## src/rtl/apb_bridge_fsm.sv

```systemverilog
// AHB-to-APB bridge control FSM: two-phase APB transfers with pipelined writes.
// Optional APB_READ_STUB_EN: Prdata echoes Paddr in RENABLE instead of reading 0.
module apb_bridge_fsm #(
  parameter int AW   = 32,
  parameter int DW   = 32,
  parameter int NSEL = 3
) (
  input  logic            Hclk,
  input  logic            Hresetn,
  input  logic            Hwrite,
  input  logic            valid,
  input  logic            Hwritereg,
  input  logic [AW-1:0]   Haddr,
  input  logic [DW-1:0]   Hwdata,
  input  logic [AW-1:0]   Haddr1,
  input  logic [AW-1:0]   Haddr2,
  input  logic [DW-1:0]   Hwdata1,
  input  logic [DW-1:0]   Hwdata2,
  input  logic [NSEL-1:0] tempselx,
  output logic            Pwrite,
  output logic            Penable,
  output logic            Hreadyout,
  output logic [NSEL-1:0] Pselx,
  output logic [DW-1:0]   Pwdata,
  output logic [AW-1:0]   Paddr,
  output logic [DW-1:0]   Prdata
);

  typedef enum logic [2:0] {
    IDLE, WWAIT, READ, WRITE,
    WRITEP, RENABLE, WENABLE, WENABLEP
  } state_t;

  state_t          state, nstate;
  logic            n_pwrite, n_penable, n_hready;
  logic [NSEL-1:0] n_pselx;
  logic [DW-1:0]   n_pwdata;
  logic [AW-1:0]   n_paddr;

  // Hwdata2 exists only for pipeline symmetry.
  logic unused_hwdata2;
  assign unused_hwdata2 = ^Hwdata2;

  always_ff @(posedge Hclk) begin
    if (Hresetn) begin
      state     <= IDLE;
      Pwrite    <= 1'b0;
      Penable   <= 1'b0;
      Hreadyout <= 1'b1;
      Pselx     <= '0;
      Pwdata    <= '0;
      Paddr     <= '0;
    end else begin
      state     <= nstate;
      Pwrite    <= n_pwrite;
      Penable   <= n_penable;
      Hreadyout <= n_hready;
      Pselx     <= n_pselx;
      Pwdata    <= n_pwdata;
      Paddr     <= n_paddr;
    end
  end

  always_comb begin
    nstate    = state;
    n_pwrite  = Pwrite;
    n_penable = Penable;
    n_hready  = Hreadyout;
    n_pselx   = Pselx;
    n_pwdata  = Pwdata;
    n_paddr   = Paddr;
    case (state)
      IDLE, RENABLE, WENABLE: begin
        if (valid && !Hwrite) begin
          nstate    = READ;
          n_paddr   = Haddr;
          n_pwrite  = 1'b0;
          n_pselx   = tempselx;
          n_penable = 1'b0;
          n_hready  = 1'b0;
        end else begin
          nstate    = valid ? WWAIT : IDLE;
          n_penable = 1'b0;
          n_pselx   = '0;
          n_hready  = 1'b1;
        end
      end
      READ, WRITE, WRITEP: begin
        n_penable = 1'b1;
        n_hready  = 1'b1;
        case (state)
          READ:    nstate = RENABLE;
          WRITE:   nstate = valid ? WENABLEP : WENABLE;
          default: nstate = WENABLEP;
        endcase
      end
      WWAIT: begin
        nstate    = valid ? WRITEP : WRITE;
        n_paddr   = Haddr1;
        n_pwdata  = Hwdata;
        n_pwrite  = 1'b1;
        n_pselx   = tempselx;
        n_penable = 1'b0;
        n_hready  = 1'b0;
      end
      WENABLEP: begin
        // Pipelined exit: the next transfer's address is two stages back.
        n_paddr   = Haddr2;
        n_pselx   = tempselx;
        n_penable = 1'b0;
        n_hready  = 1'b0;
        if (!Hwritereg) begin
          nstate   = READ;
          n_pwrite = 1'b0;
        end else begin
          nstate   = valid ? WRITEP : WRITE;
          n_pwdata = Hwdata1;
          n_pwrite = 1'b1;
        end
      end
      default: begin
        nstate    = IDLE;
        n_penable = 1'b0;
        n_pselx   = '0;
        n_hready  = 1'b1;
      end
    endcase
  end

`ifdef APB_READ_STUB_EN
  always_ff @(posedge Hclk) begin
    if (Hresetn)
      Prdata <= '0;
    else if (state == RENABLE)
      Prdata <= Paddr;
  end
`else
  assign Prdata = '0;
`endif

endmodule

```

## config.mk

```make
export PLATFORM = sky130hd
export DESIGN_NAME = apb_bridge_fsm
export DESIGN_NICKNAME = d
export VERILOG_FILES = /design/src/rtl/apb_bridge_fsm.sv
export SDC_FILE = /design/constraint.sdc
export NUM_CORES = 1
export LEC_CHECK = 0
export CORE_MARGIN = 1.5
export CORE_UTILIZATION = 33
export DETAILED_ROUTE_END_ITERATION = 7
export GPL_TIMING_DRIVEN = 0
export PLACE_DENSITY_LB_ADDON = 0.12
export SLEW_MARGIN = 30
export SYNTH_ARGS = -nofsm -noshare
export SYNTH_HDL_FRONTEND = slang
export SYNTH_SLANG_ARGS = --single-unit
```

## constraint.sdc

```tcl
create_clock -name Hclk -period 1.8 [get_ports Hclk]
set_clock_uncertainty 0.05 [all_clocks]
set_input_delay 0.54 -clock Hclk [delete_from_list [all_inputs] [get_ports Hclk]]
set_output_delay 0.54 -clock Hclk [all_outputs]
set_load 0.01 [all_outputs]
```

==> flow_summary.json, run 1 <==
{
  "status": "completed",
  "synth.distinct_cells": 37,
  "first_iter_violations": 216,
  "initial_core_util": 0.343,
  "endpoint_kind": "output port",
  "max_cap_violations": 0,
  "timing.final.crit_share": 0.985,
  "tightest_slew_ps": 547,
  "yosysSeqAreaShare": 0.333,
  "synth_warnings": 0,
  "final_util": 0.586,
  "io_pins": 302,
  "drc": 0,
  "hold_ws_ps": 413,
  "max_freq_mhz": 564,
  "power.leakage_nw": 3.46,
  "gp_congestion": 0.758,
  "cts_sinks": 73,
  "ctsLongestPathBuffers": 2,
  "portBuffers": 237,
  "final_area_um2": 7490,
  "grt_pass1_vias": 4594,
  "crit_path_max_incr_delay_ps": 530,
  "syn_avg_cell_area_um2": 9.75,
  "place_area_um2": 7090,
  "die_x_um": 118,
  "timing.rr.start": "state[0]$_SDFF_PP0_",
  "slew_viol_final": 0,
  "wl_per_cell_um": 16.7,
  "cts-root-buf": "clkbuf_16",
  "ys_seq_elements": 73,
  "synth.cell_area_um2": 4390,
  "slew_headroom": 0.636,
  "seq_area_um2": 1460,
  "num_vias": 4620,
  "vias_per_cell": 5.07,
  "whs_endpoint": "Paddr[13]$_SDFFE_PP0P_",
  "dp_hpwl_mm": 11.6,
  "layout_common_cells": "167 x clkdlybuf4s50_1, 73 x dfxtp_1, 66 x dlygate4sd2_1, 42 x buf_4, 34 x nor2_1",
  "r2r_end": "Paddr[25]$_SDFFE_PP0P_",
  "area_delta_synth_final_pct": 70.7,
  "worstSetupPathType": "reg2out",
  "critPathLaunchType": "flop",
  "p_int_mw": 4.97,
  "cp.arrival_ps": 1180,
  "layout_commonest_cell": "clkdlybuf4s50_1",
  "clk_pin_slew_ps": 60,
  "hold_path_startpoint": "Paddr[13]$_SDFFE_PP0P_",
  "crit_chain": "clkdlybuf4s50_1",
  "stdcell_count": 911,
  "syn_inst": 450,
  "rsz0062_at_grt": "false",
  "die_h_um": 118,
  "switching_share": 0.305,
  "cp.required_ps": 1210,
  "reg2reg_depth": 5,
  "clk_latency_ps": 330,
  "drive_gt1_frac": 0.175,
  "numCtsBuffers": 9,
  "dieArea_um2": 14000,
  "grt_max_degree": 13,
  "powerDensity_nw_per_um2": 955,
  "antenna_left": 0,
  "drt_wl_total_mm": 15.2,
  "core_area_um2": 12800,
  "firstDrtPassIters": 4,
  "min_path_cells": 1,
  "crit_buf_inv": 1,
  "multi_input_area_um2": 2500,
  "power_frac_seq": 0.292,
  "ir_drop_mv": 0.387,
  "clkPwrFrac": 0.315,
  "grt_usage": 0.212,
  "critPathMaxFanout": 1,
  "finalSetupTns_ps": 0,
  "fin_crit_ps": 1770,
  "hp-class": "reg2reg",
  "grt_pass1_wl_mm": 23.8,
  "p_comb_frac": 0.393,
  "cts_tree": "yes",
  "path_delay_family": "buffers and inverters",
  "cts_max_level": 3,
  "grt_antenna_before_repair": 2,
  "fillerInstances": 1163,
  "fp-row-count": 41,
  "finalHoldViolCount": 0,
  "r2r_slack_ps": 110,
  "finalSetupViolCount": 0,
  "switchingPower_mw": 2.18,
  "cp_slowest_cell": "clkdlybuf4s50_1",
  "grt_overflow_total": 0,
  "placed_cells": 890,
  "finalNetCount": 933
}
area by class of cell:
cell class	count	area share
inverters	3	0.00150
plain buffers	82	0.0767
diodes	1	0.000334
multi-input cells	323	0.334
clock inverters	5	0.0167
clock buffers	11	0.0338
repair buffers	241	0.313
flip-flops and latches	73	0.195
well taps	172	0.0287
worst max-delay path by stage:
stage	start	endpoint	slack, ps	cells after the start
floorplan	valid	Paddr[10]$_SDFFE_PP0P_	160	5
global placement	valid	Paddr[29]$_SDFFE_PP0P_	-640	6
detailed placement	valid	Paddr[12]$_SDFFE_PP0P_	-660	6
CTS	Pwdata[26]$_SDFFE_PP0P_	Pwdata[26]	0.7	1
global route	Penable$_SDFF_PP0_	Penable	4	1
finish	Penable$_SDFF_PP0_	Penable	30	1
state kept, by name, summed over array words and instances, names as in the netlist:
name       count
Pwrite         1
Pselx          3
Hreadyout      1
Pwdata        32
Paddr         32
Penable        1
state          3
repair_timing:
action / CTS / global route
pin swaps: 1 / 2
cloned: 0 / 0
buffers inserted: 4 / 0
hold buffers: 0 / 0
setup endpoints to repair: 122 / 62
gates resized for setup: 70 / 27
synth_stat cells:
cell type | count | area share
buf_6 | 9 | 0.023
o22a_1 | 32 | 0.064
nand2_1 | 2 | 0.0017
nand3b_1 | 1 | 0.0017
clkbuf_1 | 20 | 0.017
nor3_4 | 1 | 0.0037
a21oi_2 | 2 | 0.0040
inv_2 | 1 | 0.00086
nand2b_1 | 33 | 0.047
nor2b_4 | 2 | 0.0063
a21boi_4 | 1 | 0.0043
o31a_1 | 32 | 0.064
nor2_1 | 34 | 0.029
dfxtp_1 | 73 | 0.33
a311oi_1 | 1 | 0.0020
o21bai_1 | 1 | 0.0017
o32a_1 | 32 | 0.073
buf_4 | 41 | 0.070
a21oi_1 | 6 | 0.0068
a211oi_1 | 32 | 0.055
buf_2 | 10 | 0.011
buf_1 | 2 | 0.0017
a31oi_1 | 1 | 0.0014
nand3_1 | 2 | 0.0023
inv_1 | 2 | 0.0017
or2b_1 | 1 | 0.0017
a21o_1 | 1 | 0.0017
and2_1 | 1 | 0.0014
mux2i_1 | 32 | 0.073
a32o_2 | 27 | 0.069
conb_1 | 1 | 0.00086
a22o_1 | 3 | 0.0060
nand2_2 | 1 | 0.0014
or2_2 | 1 | 0.0014
o21ai_1 | 1 | 0.0011
a32o_1 | 5 | 0.011
o21ai_0 | 3 | 0.0034
cells by family (layout without fill, tap and decap cells):
logic type	after synthesis	after routing	share of synthesized area
DFF	73	73	0.333
other	1	33	0.000855
muxes	32	32	0.0730
AOI/OAI and AO/OA	180	180	0.369
and+or+nand+nor	79	79	0.0979
buffers and inverters	85	342	0.126
stage by stage:
stage | setup WS [ps] | power [mW]
after floorplan | 160 | 3.71
after global placement | -640 | 5.02
after detailed placement | -658 | 5.07
after CTS | 0.676 | 7.19
after global routing | 3.67 | 7.53
final | 27.0 | 7.15
layer usage:
metal / part of all wire / routed length (µm) / up-vias / GRT usage
li1: - / - / 2267 / -
met1: 0.41 / 6230 / 2116 / 0.249
met2: 0.48 / 7350 / 220 / 0.368
met3: 0.096 / 1460 / 15 / 0.0724
met4: 0.0095 / 144 / 2 / 0.0541
met5: 0.00066 / 10 / - / 0
power groups by stage:
stage / clock network (mW) / logic (mW) / registers (mW)
after global placement: 0 / 2.90 / 2.12
after global routing: 2.37 / 3.04 / 2.13
after floorplan: 0 / 1.46 / 2.25
after detailed placement: 0 / 2.94 / 2.13
after CTS: 2.30 / 2.79 / 2.09
final: 2.25 / 2.81 / 2.09
Note: power is estimated with default switching activity, not from simulation.
==> run 2, diff against run 1 <==
HOLD_SLACK_MARGIN = 0.1   (was default)
PLACE_DENSITY = 0.76   (was default)
PLACE_DENSITY_LB_ADDON = default   (was 0.12)
==> flow_summary.json, run 2 (same netlist as run 1, synthesis figures left out) <==
{
  "finalSetupTns_ps": 0,
  "fp-row-count": 41,
  "globalRouteMet2Util": 0.419,
  "reg2reg_depth": 5,
  "drt_wl_total_mm": 15.9,
  "critPathLaunchType": "flop",
  "grt_use_met1": 0.236,
  "tightest_slew_ps": 575,
  "dieArea_um2": 14000,
  "grt_usage": 0.224,
  "r2r_end": "Paddr[24]$_SDFFE_PP0P_",
  "firstDrtPassIters": 4,
  "ctsLongestPathBuffers": 2,
  "layout_common_cells": "166 x clkdlybuf4s50_1, 73 x dfxtp_1, 70 x dlygate4sd2_1, 42 x buf_4, 34 x nor2_1",
  "io_pins": 302,
  "cp.required_ps": 1210,
  "hp-class": "reg2reg",
  "num_vias": 4684,
  "switching_share": 0.340,
  "crit_chain": "clkdlybuf4s50_1",
  "finalSetupViolCount": 0,
  "power_frac_seq": 0.321,
  "wl_per_cell_um": 17.5,
  "die_h_um": 118,
  "p_comb_frac": 0.430,
  "cts_max_level": 3,
  "core_area_um2": 12800,
  "layout_commonest_cell": "clkdlybuf4s50_1",
  "max_cap_violations": 0,
  "endpoint_kind": "output port",
  "crit_buf_inv": 1,
  "worstSetupPathType": "reg2out",
  "clk_latency_ps": 330,
  "top_regs": "Paddr: 32 flops, Pwdata: 32 flops",
  "cp_slowest_cell": "clkdlybuf4s50_1",
  "cts-root-buf": "clkbuf_16",
  "grt_max_degree": 14,
  "fillerInstances": 1157,
  "clk_pin_slew_ps": 60,
  "timing.final.crit_share": 0.970,
  "timing.rr.start": "state[0]$_SDFF_PP0_",
  "gr-usage-met3": 0.0753,
  "min_path_cells": 1,
  "fin_crit_ps": 1750,
  "p_int_mw": 4.32,
  "finalHoldViolCount": 0,
  "busiest_layer": "met2",
  "grt_pass1_wl_mm": 24.9,
  "numCtsBuffers": 9,
  "p_total_mw": 6.54,
  "r2r_slack_ps": 80,
  "die_x_um": 118,
  "area_delta_synth_final_pct": 67.7,
  "max_freq_mhz": 573,
  "antenna_left": 0,
  "grt_antenna_before_repair": 1,
  "cp.arrival_ps": 1160,
  "cts_sinks": 73,
  "clkPwrFrac": 0.249,
  "status": "completed",
  "grt_overflow_total": 0,
  "crit_path_max_incr_delay_ps": 520,
  "whs_endpoint": "Paddr[19]$_SDFFE_PP0P_",
  "switchingPower_mw": 2.22,
  "portBuffers": 237,
  "powerDensity_nw_per_um2": 890,
  "worst_slack_ps": 53.5,
  "final_area_um2": 7350,
  "drc": 0,
  "first_iter_violations": 249,
  "ir_drop_mv": 0.447,
  "initial_core_util": 0.343,
  "place_area_um2": 7090,
  "gp_congestion": 0.824,
  "path_delay_family": "buffers and inverters",
  "critPathMaxFanout": 1,
  "slew_viol_final": 0,
  "dp_hpwl_mm": 12.4,
  "drive_gt1_frac": 0.173,
  "finalNetCount": 932,
  "cts_tree": "yes",
  "hold_path_startpoint": "Paddr[19]$_SDFFE_PP0P_",
  "slew_headroom": 0.616,
  "post-place-ws_ps": -660,
  "power.leakage_nw": 3.36,
  "final_util": 0.576,
  "vias_per_cell": 5.15,
  "grt_pass1_vias": 4835,
  "rsz0062_at_grt": "false"
}
## run 2: cell count changes in the layout (fill, tap and decap cells not counted), moves of 2 or more
cell | before | now
bufinv_16 | 4 | 0
inv_6 | 0 | 2
clkinvlp_4 | 0 | 2
clkbuf_8 | 2 | 0
dlymetal6s2s_1 | 4 | 1
buf_2 | 8 | 6
dlygate4sd2_1 | 66 | 70
## run 2: through the flow
stage               cells  hold WS [ps]
CTS                   908           417
global placement      890           405
floorplan             481           448
detailed placement    890           408
global route          909           429
finish                909           413
## run 2: area by class of cell
class / instances / area, µm² / share of cell area
Antenna cell: 1 / 2.50 / 0.000340
Buffer: 82 / 573 / 0.0779
Clock buffer: 9 / 225 / 0.0306
Clock inverter: 6 / 42.5 / 0.00578
Inverter: 3 / 11.3 / 0.00153
Multi-Input combinational cell: 323 / 2500 / 0.340
Sequential cell: 73 / 1460 / 0.199
Tap cell: 172 / 215 / 0.0293
Timing Repair Buffer: 240 / 2320 / 0.316
## run 2: how the worst max path moves through the flow
stage | start | end | slack (ps) | depth (start not counted)
finish | Hreadyout$_SDFF_PP1_ | Hreadyout | 50 | 1
CTS | Hwrite | Paddr[7]$_SDFFE_PP0P_ | 3 | 7
detailed placement | valid | Paddr[11]$_SDFFE_PP0P_ | -660 | 6
global route | state[0]$_SDFF_PP0_ | Paddr[16]$_SDFFE_PP0P_ | 3 | 6
global placement | valid | Paddr[6]$_SDFFE_PP0P_ | -670 | 6
floorplan | valid | Paddr[10]$_SDFFE_PP0P_ | 160 | 5
## run 2: per-layer routing
layer	share of wire	vias to the layer above
met5	0	-
met4	0.015	0
met3	0.096	18
met2	0.50	225
met1	0.39	2174
li1	-	2267
## run 2: repair_timing
item                                   4_1_cts  5_1_grt
pin swaps                                    2        1
endpoints found under the hold margin        0        0
setup buffers                                3        0
resized for setup                           74       25
setup endpoints to repair                  135       66
hold buffers                                 0        0
## run 2: power groups by stage
stage | registers [mW] | logic [mW] | clock network [mW]
after floorplan | 2.25 | 1.46 | 0
after global placement | 2.13 | 2.91 | 0
after detailed placement | 2.15 | 2.96 | 0
after CTS | 2.10 | 2.80 | 1.67
after global routing | 2.13 | 3.05 | 1.74
final | 2.10 | 2.82 | 1.63
